File: config.mk
export PLATFORM = sky130hd
export DESIGN_NAME = serial_subtractor
export DESIGN_NICKNAME = d
export VERILOG_FILES = /design/src/rtl/serial_subtractor_pkg.sv /design/src/rtl/full_subtractor_cell.sv /design/src/rtl/serial_subtractor.sv
export SDC_FILE = /design/constraint.sdc
export NUM_CORES = 1
export LEC_CHECK = 0
export CAP_MARGIN = 20
export CORE_ASPECT_RATIO = 1.25
export CORE_MARGIN = 3
export CORE_UTILIZATION = 30
export CTS_CLUSTER_DIAMETER = 60
export DETAILED_ROUTE_END_ITERATION = 7
export GPL_TIMING_DRIVEN = 0
export PLACE_DENSITY = 0.63
export SLEW_MARGIN = 20
export SYNTH_ARGS = -nofsm -noshare
export SYNTH_HDL_FRONTEND = slang
export SYNTH_SLANG_ARGS = --single-unit
File: constraint.sdc
create_clock -name clk -period 1.7 [get_ports clk]
set_input_delay 0.51 -clock clk [delete_from_list [all_inputs] [get_ports clk]]
set_output_delay 0.51 -clock clk [all_outputs]
set_load 0.05 [all_outputs]
File: src/rtl/serial_subtractor_pkg.sv
// Shared types and helpers for the bit-serial subtractor.
// Optional add mode is enabled by defining SERIAL_SUBTRACTOR_ADD_MODE_EN.
package serial_subtractor_pkg;

    typedef enum logic [1:0] {
        IDLE  = 2'd0,
        SHIFT = 2'd1,
        DONE  = 2'd2
    } state_e;

    localparam int unsigned DEFAULT_N = 4;

    // Smallest r with 2**r >= n; counter width for N shift cycles (0..N-1).
    function automatic int unsigned clog2(input int unsigned n);
        int unsigned r;
        r = 0;
        for (int unsigned i = 0; i < 32; i++) begin
            if ((32'd1 << i) < n) begin
                r = i + 1;
            end
        end
        return r;
    endfunction

endpackage

File: src/rtl/full_subtractor_cell.sv
// Combinational 1-bit subtract cell (x - y - bin).
// With SERIAL_SUBTRACTOR_ADD_MODE_EN, op=1 turns it into a full adder (bin acts as carry).
module full_subtractor_cell (
    input  logic x,
    input  logic y,
    input  logic bin,
`ifdef SERIAL_SUBTRACTOR_ADD_MODE_EN
    input  logic op,
`endif
    output logic d,
    output logic bout
);

    always_comb begin
        d    = x ^ y ^ bin;
        bout = (~x & y) | (~(x ^ y) & bin);
`ifdef SERIAL_SUBTRACTOR_ADD_MODE_EN
        if (op) begin
            bout = (x & y) | ((x ^ y) & bin);
        end
`endif
    end

endmodule

File: src/rtl/serial_subtractor.sv
// Bit-serial N-bit subtractor: a - b, LSB first, start/done handshake, N+1 cycles per result.
// Defining SERIAL_SUBTRACTOR_ADD_MODE_EN adds an 'op' port (0 = subtract, 1 = add).
module serial_subtractor
    import serial_subtractor_pkg::*;
#(
    parameter int unsigned N = DEFAULT_N
) (
    input  logic         clk,
    input  logic         rst_n,
    input  logic         start,
    input  logic [N-1:0] a,
    input  logic [N-1:0] b,
`ifdef SERIAL_SUBTRACTOR_ADD_MODE_EN
    input  logic         op,
`endif
    output logic         busy,
    output logic         done,
    output logic [N-1:0] diff,
    output logic         borrow_out,
    output logic         overflow
);

    localparam int unsigned CW = clog2(N);

    state_e         state_q, state_d;
    logic [CW-1:0]  cnt_q, cnt_d;
    logic [N-1:0]   a_q, a_d;
    logic [N-1:0]   b_q, b_d;
    logic [N-1:0]   res_q, res_d;
    logic           bw_q, bw_d;
    logic [N-1:0]   diff_q, diff_d;
    logic           bo_q, bo_d;
    logic           ov_q, ov_d;
    logic           op_q, op_d;

    logic           accept;
    logic           last_bit;
    logic           cell_d;
    logic           cell_bout;
    logic           ov_bit;

    assign accept   = start && (state_q != SHIFT);
    assign last_bit = (cnt_q == CW'(N - 1));

    full_subtractor_cell u_cell (
        .x    (a_q[0]),
        .y    (b_q[0]),
        .bin  (bw_q),
`ifdef SERIAL_SUBTRACTOR_ADD_MODE_EN
        .op   (op_q),
`endif
        .d    (cell_d),
        .bout (cell_bout)
    );

    // On the last shift the cell sees the operand MSBs, so overflow needs no extra copies.
`ifdef SERIAL_SUBTRACTOR_ADD_MODE_EN
    assign ov_bit = op_q ? ((a_q[0] == b_q[0]) && (cell_d != a_q[0]))
                         : ((a_q[0] != b_q[0]) && (cell_d != a_q[0]));
    assign op_d   = accept ? op : op_q;
`else
    assign ov_bit = (a_q[0] != b_q[0]) && (cell_d != a_q[0]);
    assign op_d   = 1'b0;
`endif

    // State register
    always_ff @(posedge clk or negedge rst_n) begin
        if (!rst_n) begin
            state_q <= IDLE;
        end else begin
            state_q <= state_d;
        end
    end

    // Next-state logic
    always_comb begin
        state_d = state_q;
        unique case (state_q)
            IDLE:    if (start) state_d = SHIFT;
            SHIFT:   if (last_bit) state_d = DONE;
            DONE:    state_d = start ? SHIFT : IDLE;
            default: state_d = IDLE;
        endcase
    end

    // Outputs
    always_comb begin
        busy       = (state_q == SHIFT);
        done       = (state_q == DONE);
        diff       = diff_q;
        borrow_out = bo_q;
        overflow   = ov_q;
    end

    // Datapath next-state
    always_comb begin
        cnt_d  = cnt_q;
        a_d    = a_q;
        b_d    = b_q;
        res_d  = res_q;
        bw_d   = bw_q;
        diff_d = diff_q;
        bo_d   = bo_q;
        ov_d   = ov_q;
        if (accept) begin
            a_d   = a;
            b_d   = b;
            cnt_d = '0;
            bw_d  = 1'b0;
        end else if (state_q == SHIFT) begin
            a_d   = a_q >> 1;
            b_d   = b_q >> 1;
            res_d = {cell_d, res_q[N-1:1]};
            bw_d  = cell_bout;
            cnt_d = cnt_q + 1'b1;
            if (last_bit) begin
                diff_d = {cell_d, res_q[N-1:1]};
                bo_d   = cell_bout;
                ov_d   = ov_bit;
            end
        end
    end

    always_ff @(posedge clk or negedge rst_n) begin
        if (!rst_n) begin
            cnt_q  <= '0;
            a_q    <= '0;
            b_q    <= '0;
            res_q  <= '0;
            bw_q   <= 1'b0;
            diff_q <= '0;
            bo_q   <= 1'b0;
            ov_q   <= 1'b0;
            op_q   <= 1'b0;
        end else begin
            cnt_q  <= cnt_d;
            a_q    <= a_d;
            b_q    <= b_d;
            res_q  <= res_d;
            bw_q   <= bw_d;
            diff_q <= diff_d;
            bo_q   <= bo_d;
            ov_q   <= ov_d;
            op_q   <= op_d;
        end
    end

endmodule

Word-level counts from Yosys, hierarchy flattened
Cells that the tools add are included.
{"block": "classes", "addsub": 1, "n_bitwise": 8, "reduce_logical": 7, "eq_ne": 8, "n_mux": 12}
{"cell": "4-bit 2-to-1 mux", "count": 4}
{"cell": "2-bit 2-to-1 mux", "count": 4}
{"cell": "2-bit one-hot mux with 3 select lines", "count": 1}
{"cell": "2-bit equality test, second input constant", "count": 2}
{"cell": "2-bit by 1-bit != test with 1-bit output, second input constant", "count": 2}
{"cell": "2-bit AND reduction", "count": 2}
{"cell": "1-bit 2-to-1 mux", "count": 3}
{"cell": "1-bit NOT", "count": 3}
{"cell": "3-bit AND reduction", "count": 1}
{"cell": "2-bit by 1-bit adder with 2-bit output, second input constant", "count": 1}
{"cell": "1-bit bitwise AND", "count": 2}
{"cell": "2-bit by 1-bit equality test with 1-bit output, second input constant", "count": 1}
{"cell": "1-bit logical AND", "count": 2}
{"cell": "2-bit logical NOT", "count": 1}
{"cell": "1-bit != test", "count": 2}
{"cell": "2-bit != test, second input constant", "count": 1}
{"cell": "2-bit nonzero test", "count": 1}
{"cell": "1-bit XOR", "count": 2}
{"cell": "1-bit OR", "count": 1}
{"block": "totals", "wordCells": 45, "in_bits": 11, "ff_bits": 23, "out_inout_bits": 8}

Depth between registers and ports, before layout
Gate-level depths: netlist of run 1.
{"block": "logic_depth", "ltp_word": 6, "ltp_mapped": 4, "mapped_depth_nobuf": 4}

Modules after synthesis
A second synthesis of run 1 with hierarchy kept.
{"block": "hier_totals", "cells_unflattened": 81, "area_unflattened_um2": 987.2}
{"module": "serial_subtractor", "area_each_um2": 955.9, "cells_per_inst": 77, "seq_area_each_um2": 550.5, "instances": 1}
{"module": "full_subtractor_cell", "area_each_um2": 31.3, "cells_per_inst": 4, "seq_area_each_um2": 0.0, "instances": 1}

Worst setup path before layout of run 1
Ideal clock, no wire load.
{"block": "synth_path", "path_kind": "flip-flop to output port", "from": "register state_q[0]", "to": "output done", "stages_incl_launch_ff": 2, "path_buffers": 0, "required_time_ns": 1.190, "t_arrival_ns": 1.088, "path_slack_ns": 0.102, "cell_sequence": "dfrtp_1 -> nor2b_1"}
{"block": "synth_between", "elab_chain_cells": 1}
{"element": "start: declaration", "line": "serial_subtractor.sv:25", "text": "state_e state_q, state_d;"}
{"element": "start signal: assignment", "line": "serial_subtractor.sv:71", "text": "state_q <= state_d;"}
{"element": "2-bit equality test", "line": "serial_subtractor.sv:89", "text": "done = (state_q == DONE);"}
{"element": "end: declaration", "line": "serial_subtractor.sv:17", "text": "output logic done,"}
Every way passes these cells.

Worst setup path after layout of run 1
{"block": "layout_path", "from": "register state_q[1]", "to": "output busy"}
{"block": "layout_between", "elab_chain_cells": 1}
{"element": "2-bit by 1-bit equality test with 1-bit output", "line": "serial_subtractor.sv:88", "text": "busy = (state_q == SHIFT);"}
{"element": "end: declaration", "line": "serial_subtractor.sv:16", "text": "output logic busy,"}
Every way passes these cells.

==> metrics, run 1 <==
DRC violation count after routing 0; number of primary I/O pins 19; DR pass1 iterations 4; clock transition at the registers of the reported paths 70 ps; kind of end point of the critical path output pin; wire length of the first global-routing pass between 3000 and 4000 um; count of distinct cell types in the synthesized netlist 16; Final Wtd Congestion ~0.66; post-layout utilization of the core 39.6%; combinational family with the most area after synthesis multiplexers; share of the synthesized area in compound gates (AO/OA/AOI/OAI) 1.59%; Clock H-tree levels 1; area share of and/or/nand/nor cells after synthesis 5.37%; sequential cell area 551 um2; total power per unit cell area 1940 mW/mm2; detailed-route via count 585; multi-input logic area 433 um2; Post-CTS Setup Bufs 0; Std-Cell Core Area 0.00325 mm2; DRT antenna net count 0; starting density of the core between 30% and 40%; number of enable flip-flop cells after synthesis 0; final critical-path required period about 1700 ps; portion of the clock cycle consumed by the worst path in the final layout 97.1%; Crit path required time ~1200 ps; share of cell area taken by muxes after synthesis 29.8%; Row Count 23; Setup Skew about 0.96 ps; Mapped Area 0.00103 mm2; synth warn 0; startpoint class of the critical path flip-flop; layout net count 107; maxcap violations 0; dpl cells about 130; Synth Area in XOR/XNOR 0.854%; share of the synthesized area in the top cell type 53.7%; worst min-delay path class flip-flop to flip-flop; Max rail drop VDD 946 uV; leakage component of the power 0.000632 uW; share of flip-flops with an asynchronous set or reset after synthesis 100%; fraction of final layout cells with drive strength greater than 1 31.9%; data arrival time of the worst path around 1100 ps; Congestion Overflow GR 0; status finished, final reports clean; total chip power 2500 uW; category of the critical setup timing path flip-flop to output pin; Area growth, synth to finish 25.6%; Max Slew Vio Count 0; register-to-register path setup slack 210 ps; floorplan die width between 50 and 60 um; most instantiated cells after synthesis sky130_fd_sc_hd__dfrtp_1 (22), sky130_fd_sc_hd__mux2_2 (12), sky130_fd_sc_hd__mux2_4 (8); sink count of the clock tree 22; total CTS buffers 3; setup repair after global routing missed its margin false; pin count of the biggest net entering global routing 23; Peak Freq slightly above 600 MHz; Die Area 0.00416 mm2; cell accounting for the most synthesized area sky130_fd_sc_hd__dfrtp_1; dominant cell by count in the synthesized netlist sky130_fd_sc_hd__dfrtp_1; Clk Tree Root Cell sky130_fd_sc_hd__clkbuf_8; DPL Wire Length 1270 um; detail-routed via count per cell about 4.6; number of setup violations in the final report 0; antenna diode count 0; adder-cell area share of the yosys netlist 4.39%; clock tree from TritonCTS done; register area share after synthesis 53.7%; worst max-slew margin expressed relative to the limit 35.5%; Slew @ Worst Pin 965 ps; routed wire length 1720 um; number of antenna violations at the first check in global routing 0; number of filler instances in the final layout 313; post-synthesis sequential element count 22; maximum root-to-sink buffer count 2; count of input and output buffers 18; syn_area_per_cell between 10 and 15 um2; clock latency on the worst-skew pair between 200 and 300 ps; prevailing post-synth register cell sky130_fd_sc_hd__dfrtp_1; final hold violation count 0; vias in the first global route slightly below 700; cells taking the most area after synthesis sky130_fd_sc_hd__dfrtp_1 (54%), sky130_fd_sc_hd__mux2_2 (13%), sky130_fd_sc_hd__mux2_4 (12%); total global-route track usage 9.40%; first-iteration detailed-routing DRC count 11; nets in the synthesized netlist 84; routed len/inst 13.4 um; final non-filler cell total 128; number of cells produced by synthesis 70; top fanout value on the critical path 5; Die H 71.4 um
## repair_timing
item	in CTS	in global routing
setup endpoints to repair	8	3
hold buffers	0	0
cloned	0	0
gates resized for setup	18	4
pin swaps	0	0
## layout make-up
type / count / share of cell area (%)
plain buffers: 2 / 1.75
clock buffers: 3 / 3.20
inverters: 6 / 1.94
multi-input cells: 40 / 33.6
flip-flops and latches: 22 / 42.7
well taps: 37 / 3.59
repair buffers: 18 / 13.2
## worst max-delay path, stage by stage, from the launching register on
cell                       delay, ps
sky130_fd_sc_hd__dfrtp_1         390
sky130_fd_sc_hd__nand2b_2        240
sky130_fd_sc_hd__inv_4           100
sky130_fd_sc_hd__buf_6           160
## logic make-up after synthesis
| group | Yosys count |
|---|---|
| buffers and inverters | 8 |
| AOI/OAI and AO/OA | 2 |
| xor gates and xnor gates | 1 |
| muxes | 25 |
| DFF | 22 |
| adders and majority gates | 3 |
| and+or+nand+nor | 9 |
## power breakdown
group          total, uW  internal (uW)  leakage, uW  switching (uW)
Sequential           908            764     0.000274             144
Combinational       1280            599     0.000337             676
Clock                312            158    0.0000216             154
Total               2500           1520     0.000632             974
## metal layers
| metal | share of wire [%] | GRT usage [%] |
|---|---|---|
| met3 | 2.5 | 1.80 |
| met1 | 45 | 12.3 |
| met2 | 51 | 15.0 |
| met5 | 0 | 0 |
| met4 | 0.81 | 3.87 |
## flip-flops by register name (all words and copies together) (netlist names)
register,flops
a_q,4
b_q,4
borrow_out,1
bw_q,1
cnt_q,2
diff,4
overflow,1
res_q,3
state_q,2
## worst paths after layout
check                                        from                endpoint  cells after the start
setup / recovery           state_q[1]$_DFFE_PN0P_                    busy                      3
hold / removal               cnt_q[0]$_DFFE_PN0P_    cnt_q[0]$_DFFE_PN0P_                      1
setup reg to reg               a_q[0]$_DFFE_PN0P_    overflow$_DFFE_PN0P_                      4
hold reg to reg              cnt_q[0]$_DFFE_PN0P_    cnt_q[0]$_DFFE_PN0P_                      1
max in group asynchronous                   rst_n  borrow_out$_DFFE_PN0P_                      1
min in group asynchronous                   rst_n      a_q[0]$_DFFE_PN0P_                      1
## metrics by stage
step	instance area, um2	TNS [ps]	setup slack, ps	hold slack, ps
global route	1290	0	3.26	525
detailed placement	1250	-2340	-404	492
floorplan	1030	0	102	214
CTS	1290	-0.494	-0.494	501
finish	1290	0	48.6	496
global placement	1250	-2190	-417	466
## layout by cell type (no fill, tap or decap), types with 2 or more instances in the layout
master                            instances
sky130_fd_sc_hd__dfrtp_1                 22
sky130_fd_sc_hd__inv_1                    5
sky130_fd_sc_hd__nor2_1                   2
sky130_fd_sc_hd__buf_6                    3
sky130_fd_sc_hd__mux2_2                  12
sky130_fd_sc_hd__clkdlybuf4s50_1         10
sky130_fd_sc_hd__mux2_4                   8
sky130_fd_sc_hd__nor2b_1                  2
sky130_fd_sc_hd__and2b_1                  2
sky130_fd_sc_hd__dlygate4sd2_1            5
sky130_fd_sc_hd__mux2i_1                  5
sky130_fd_sc_hd__ha_1                     2
sky130_fd_sc_hd__clkbuf_8                 3
No activity file was read; power rests on OpenSTA's default activity.
==> run 2, diff against run 1 <==
--- a/config.mk
+++ b/config.mk
@@ -15,3 +15,2 @@
 export PLACE_DENSITY = 0.63
-export SLEW_MARGIN = 20
 export SYNTH_ARGS = -nofsm -noshare
--- a/constraint.sdc
+++ b/constraint.sdc
@@ -3,2 +3,2 @@
 set_output_delay 0.51 -clock clk [all_outputs]
-set_load 0.05 [all_outputs]
+set_load 0.01 [all_outputs]
==> run 2 against run 1 <==
Effect of this change: global-route usage about the same; hold slack worse by 1.9 ps; clock skew up 1.2 ps; critical path depth down 2; largest power group unchanged.
==> metrics, run 2 (same netlist as run 1, synthesis figures left out) <==
count of input and output buffers 18 (unchanged); pin count of the biggest net entering global routing 23 (unchanged); total global-route track usage 9.36% (was 9.40%); Clk Tree Root Cell sky130_fd_sc_hd__clkbuf_8 (unchanged); Crit path required time 1190 ps (about the same); routed length on met2 880 um (unchanged); vias in the first global route 683 (was 688); Congestion Overflow GR 0 (unchanged); Crit. path cell count 1 (was 3); met1 wire length 782 um (was 783 um); worst min-delay path class flip-flop to flip-flop (unchanged); multi-input logic area 438 um2 (was 433 um2); leakage component of the power 0.000655 uW (was 0.000632 uW); worst-path cell chain clkdlybuf4s50_1 (was nand2b_2 > inv_4 > buf_6); wire length of the first global-routing pass 3030 um (was 3040 um); number of antenna violations at the first check in global routing 0 (unchanged); worst setup timing slack at the placement stage -202 ps (was -404 ps); Max rail drop VDD 946 uV (about the same); Die Area 0.00416 mm2 (unchanged); DRC violation count after routing 0 (unchanged); Slew @ Worst Pin 964 ps (was 965 ps); data arrival time of the worst path 1150 ps (was 1140 ps); maxcap violations 0 (unchanged); routed len/inst 13.6 um (was 13.4 um); fraction of final layout cells with drive strength greater than 1 30.8% (was 31.9%); Row Count 23 (unchanged); final non-filler cell total 128 (unchanged); top fanout value on the critical path 2 (was 5); number of primary I/O pins 19 (unchanged); Worst Path Buf+Inv 1 (was 2); sequential cell area 551 um2 (unchanged); kind of cell adding the most delay to the critical path buffers and inverters (was flip-flops); clock transition at the registers of the reported paths 70 ps (about the same); dpl cells 125 (unchanged); layout net count 107 (unchanged); Peak Freq 603 MHz (was 606 MHz); Hold Path Stages 1 (unchanged); Std-Cell Core Area 0.00325 mm2 (unchanged); Clock H-tree levels 1 (unchanged); length in cells of the worst reg-to-reg path 4 (unchanged); total negative slack 0 ps (unchanged); category of the critical setup timing path flip-flop to output pin (unchanged); first-iteration detailed-routing DRC count 12 (was 11); setup repair after global routing missed its margin false (unchanged); startpoint class of the critical path flip-flop (unchanged); antenna diode count 0 (unchanged); sink count of the clock tree 22 (unchanged); final critical-path required period 1660 ps (was 1650 ps); Final Wtd Congestion 0.663 (unchanged); Area growth, synth to finish 27.8% (was 25.6%); total power per unit cell area 1740 mW/mm2 (was 1940 mW/mm2); DPL Wire Length 1270 um (unchanged); status finished, final reports clean (unchanged); starting density of the core 31.6% (unchanged); Setup Skew 2.20 ps (was 0.958 ps); clock tree from TritonCTS done (unchanged); total CTS buffers 3 (unchanged); worst max-slew margin expressed relative to the limit 35.5% (about the same); tightest hold margin 494 ps (was 496 ps); floorplan die width 58.3 um (unchanged); detailed-route via count 577 (was 585); final worst slack 40.6 ps (was 48.6 ps); delay of the slowest critical-path stage 540 ps (was 390 ps); final hold violation count 0 (unchanged); Critical-path top delay cell sky130_fd_sc_hd__clkdlybuf4s50_1 (was sky130_fd_sc_hd__dfrtp_1); maximum root-to-sink buffer count 2 (unchanged); leading cell type in the layout, fill and taps excluded sky130_fd_sc_hd__dfrtp_1 (unchanged); portion of the clock cycle consumed by the worst path in the final layout 97.6% (was 97.1%); clock latency on the worst-skew pair 250 ps (about the same); most used cells in the layout excluding fill and tap cells sky130_fd_sc_hd__dfrtp_1 (22), sky130_fd_sc_hd__clkdlybuf4s50_1 (13), sky130_fd_sc_hd__mux2_2 (12), sky130_fd_sc_hd__mux2_4 (8) (was sky130_fd_sc_hd__dfrtp_1 (22), sky130_fd_sc_hd__mux2_2 (12), sky130_fd_sc_hd__clkdlybuf4s50_1 (10), sky130_fd_sc_hd__mux2_4 (8)); number of setup violations in the final report 0 (unchanged); number of filler instances in the final layout 311 (was 313); DRT antenna net count 0 (unchanged); post-layout utilization of the core 40.3% (was 39.6%); Max Slew Vio Count 0 (unchanged); Die H 71.4 um (unchanged); kind of end point of the critical path output pin (unchanged); routed wire length 1740 um (was 1720 um); Routed met3 length 59 um (was 43 um); detail-routed via count per cell 4.51 (was 4.57); Top Metal Used met4 (unchanged); DR pass1 iterations 2 (was 4)
## run 2: routing by layer
metal | vias to the layer above | GRT usage [%]
met2 | 9 | 15.0
met5 | - | 0
met3 | 2 | 1.80
li1 | 277 | -
met1 | 289 | 12.2
met4 | 0 | 3.87
## run 2: layout make-up
class	count	area share [%]
sequential	22	42.0
buffer	2	1.72
timing repair buffer	18	14.3
tap	37	3.53
clock buffer	3	3.15
multi-input combinational	40	33.4
inverter	6	1.91
## run 2: power breakdown
group / leakage, uW / internal, uW / switching, uW
Combinational: 0.000360 / 636 / 414
Sequential: 0.000274 / 764 / 149
Clock: 0.0000216 / 158 / 155
## run 2: through the flow
step | area (um2) | total power [uW]
final | 1310 | 2280
after global routing | 1310 | 2450
after CTS | 1300 | 2320
after detailed placement | 1250 | 1980
after global placement | 1250 | 1950
after floorplan | 1030 | 1620
## run 2: timing repair
item                                    4_1_cts  5_1_grt
buffers inserted                              0        0
pin swaps                                     0        0
endpoints found under the setup margin        2        4
gates resized for setup                       7        4
hold buffers                                  0        0
## run 2: path summary, 6_finish.rpt
check | from | to | slack, ps
max | overflow$_DFFE_PN0P_ | overflow | 40
min | cnt_q[0]$_DFFE_PN0P_ | cnt_q[0]$_DFFE_PN0P_ | 490
max reg2reg | a_q[0]$_DFFE_PN0P_ | overflow$_DFFE_PN0P_ | 210
min reg2reg | cnt_q[0]$_DFFE_PN0P_ | cnt_q[0]$_DFFE_PN0P_ | 490
max in group asynchronous | rst_n | bw_q$_DFFE_PN0P_ | 330
min in group asynchronous | rst_n | a_q[0]$_DFFE_PN0P_ | 790
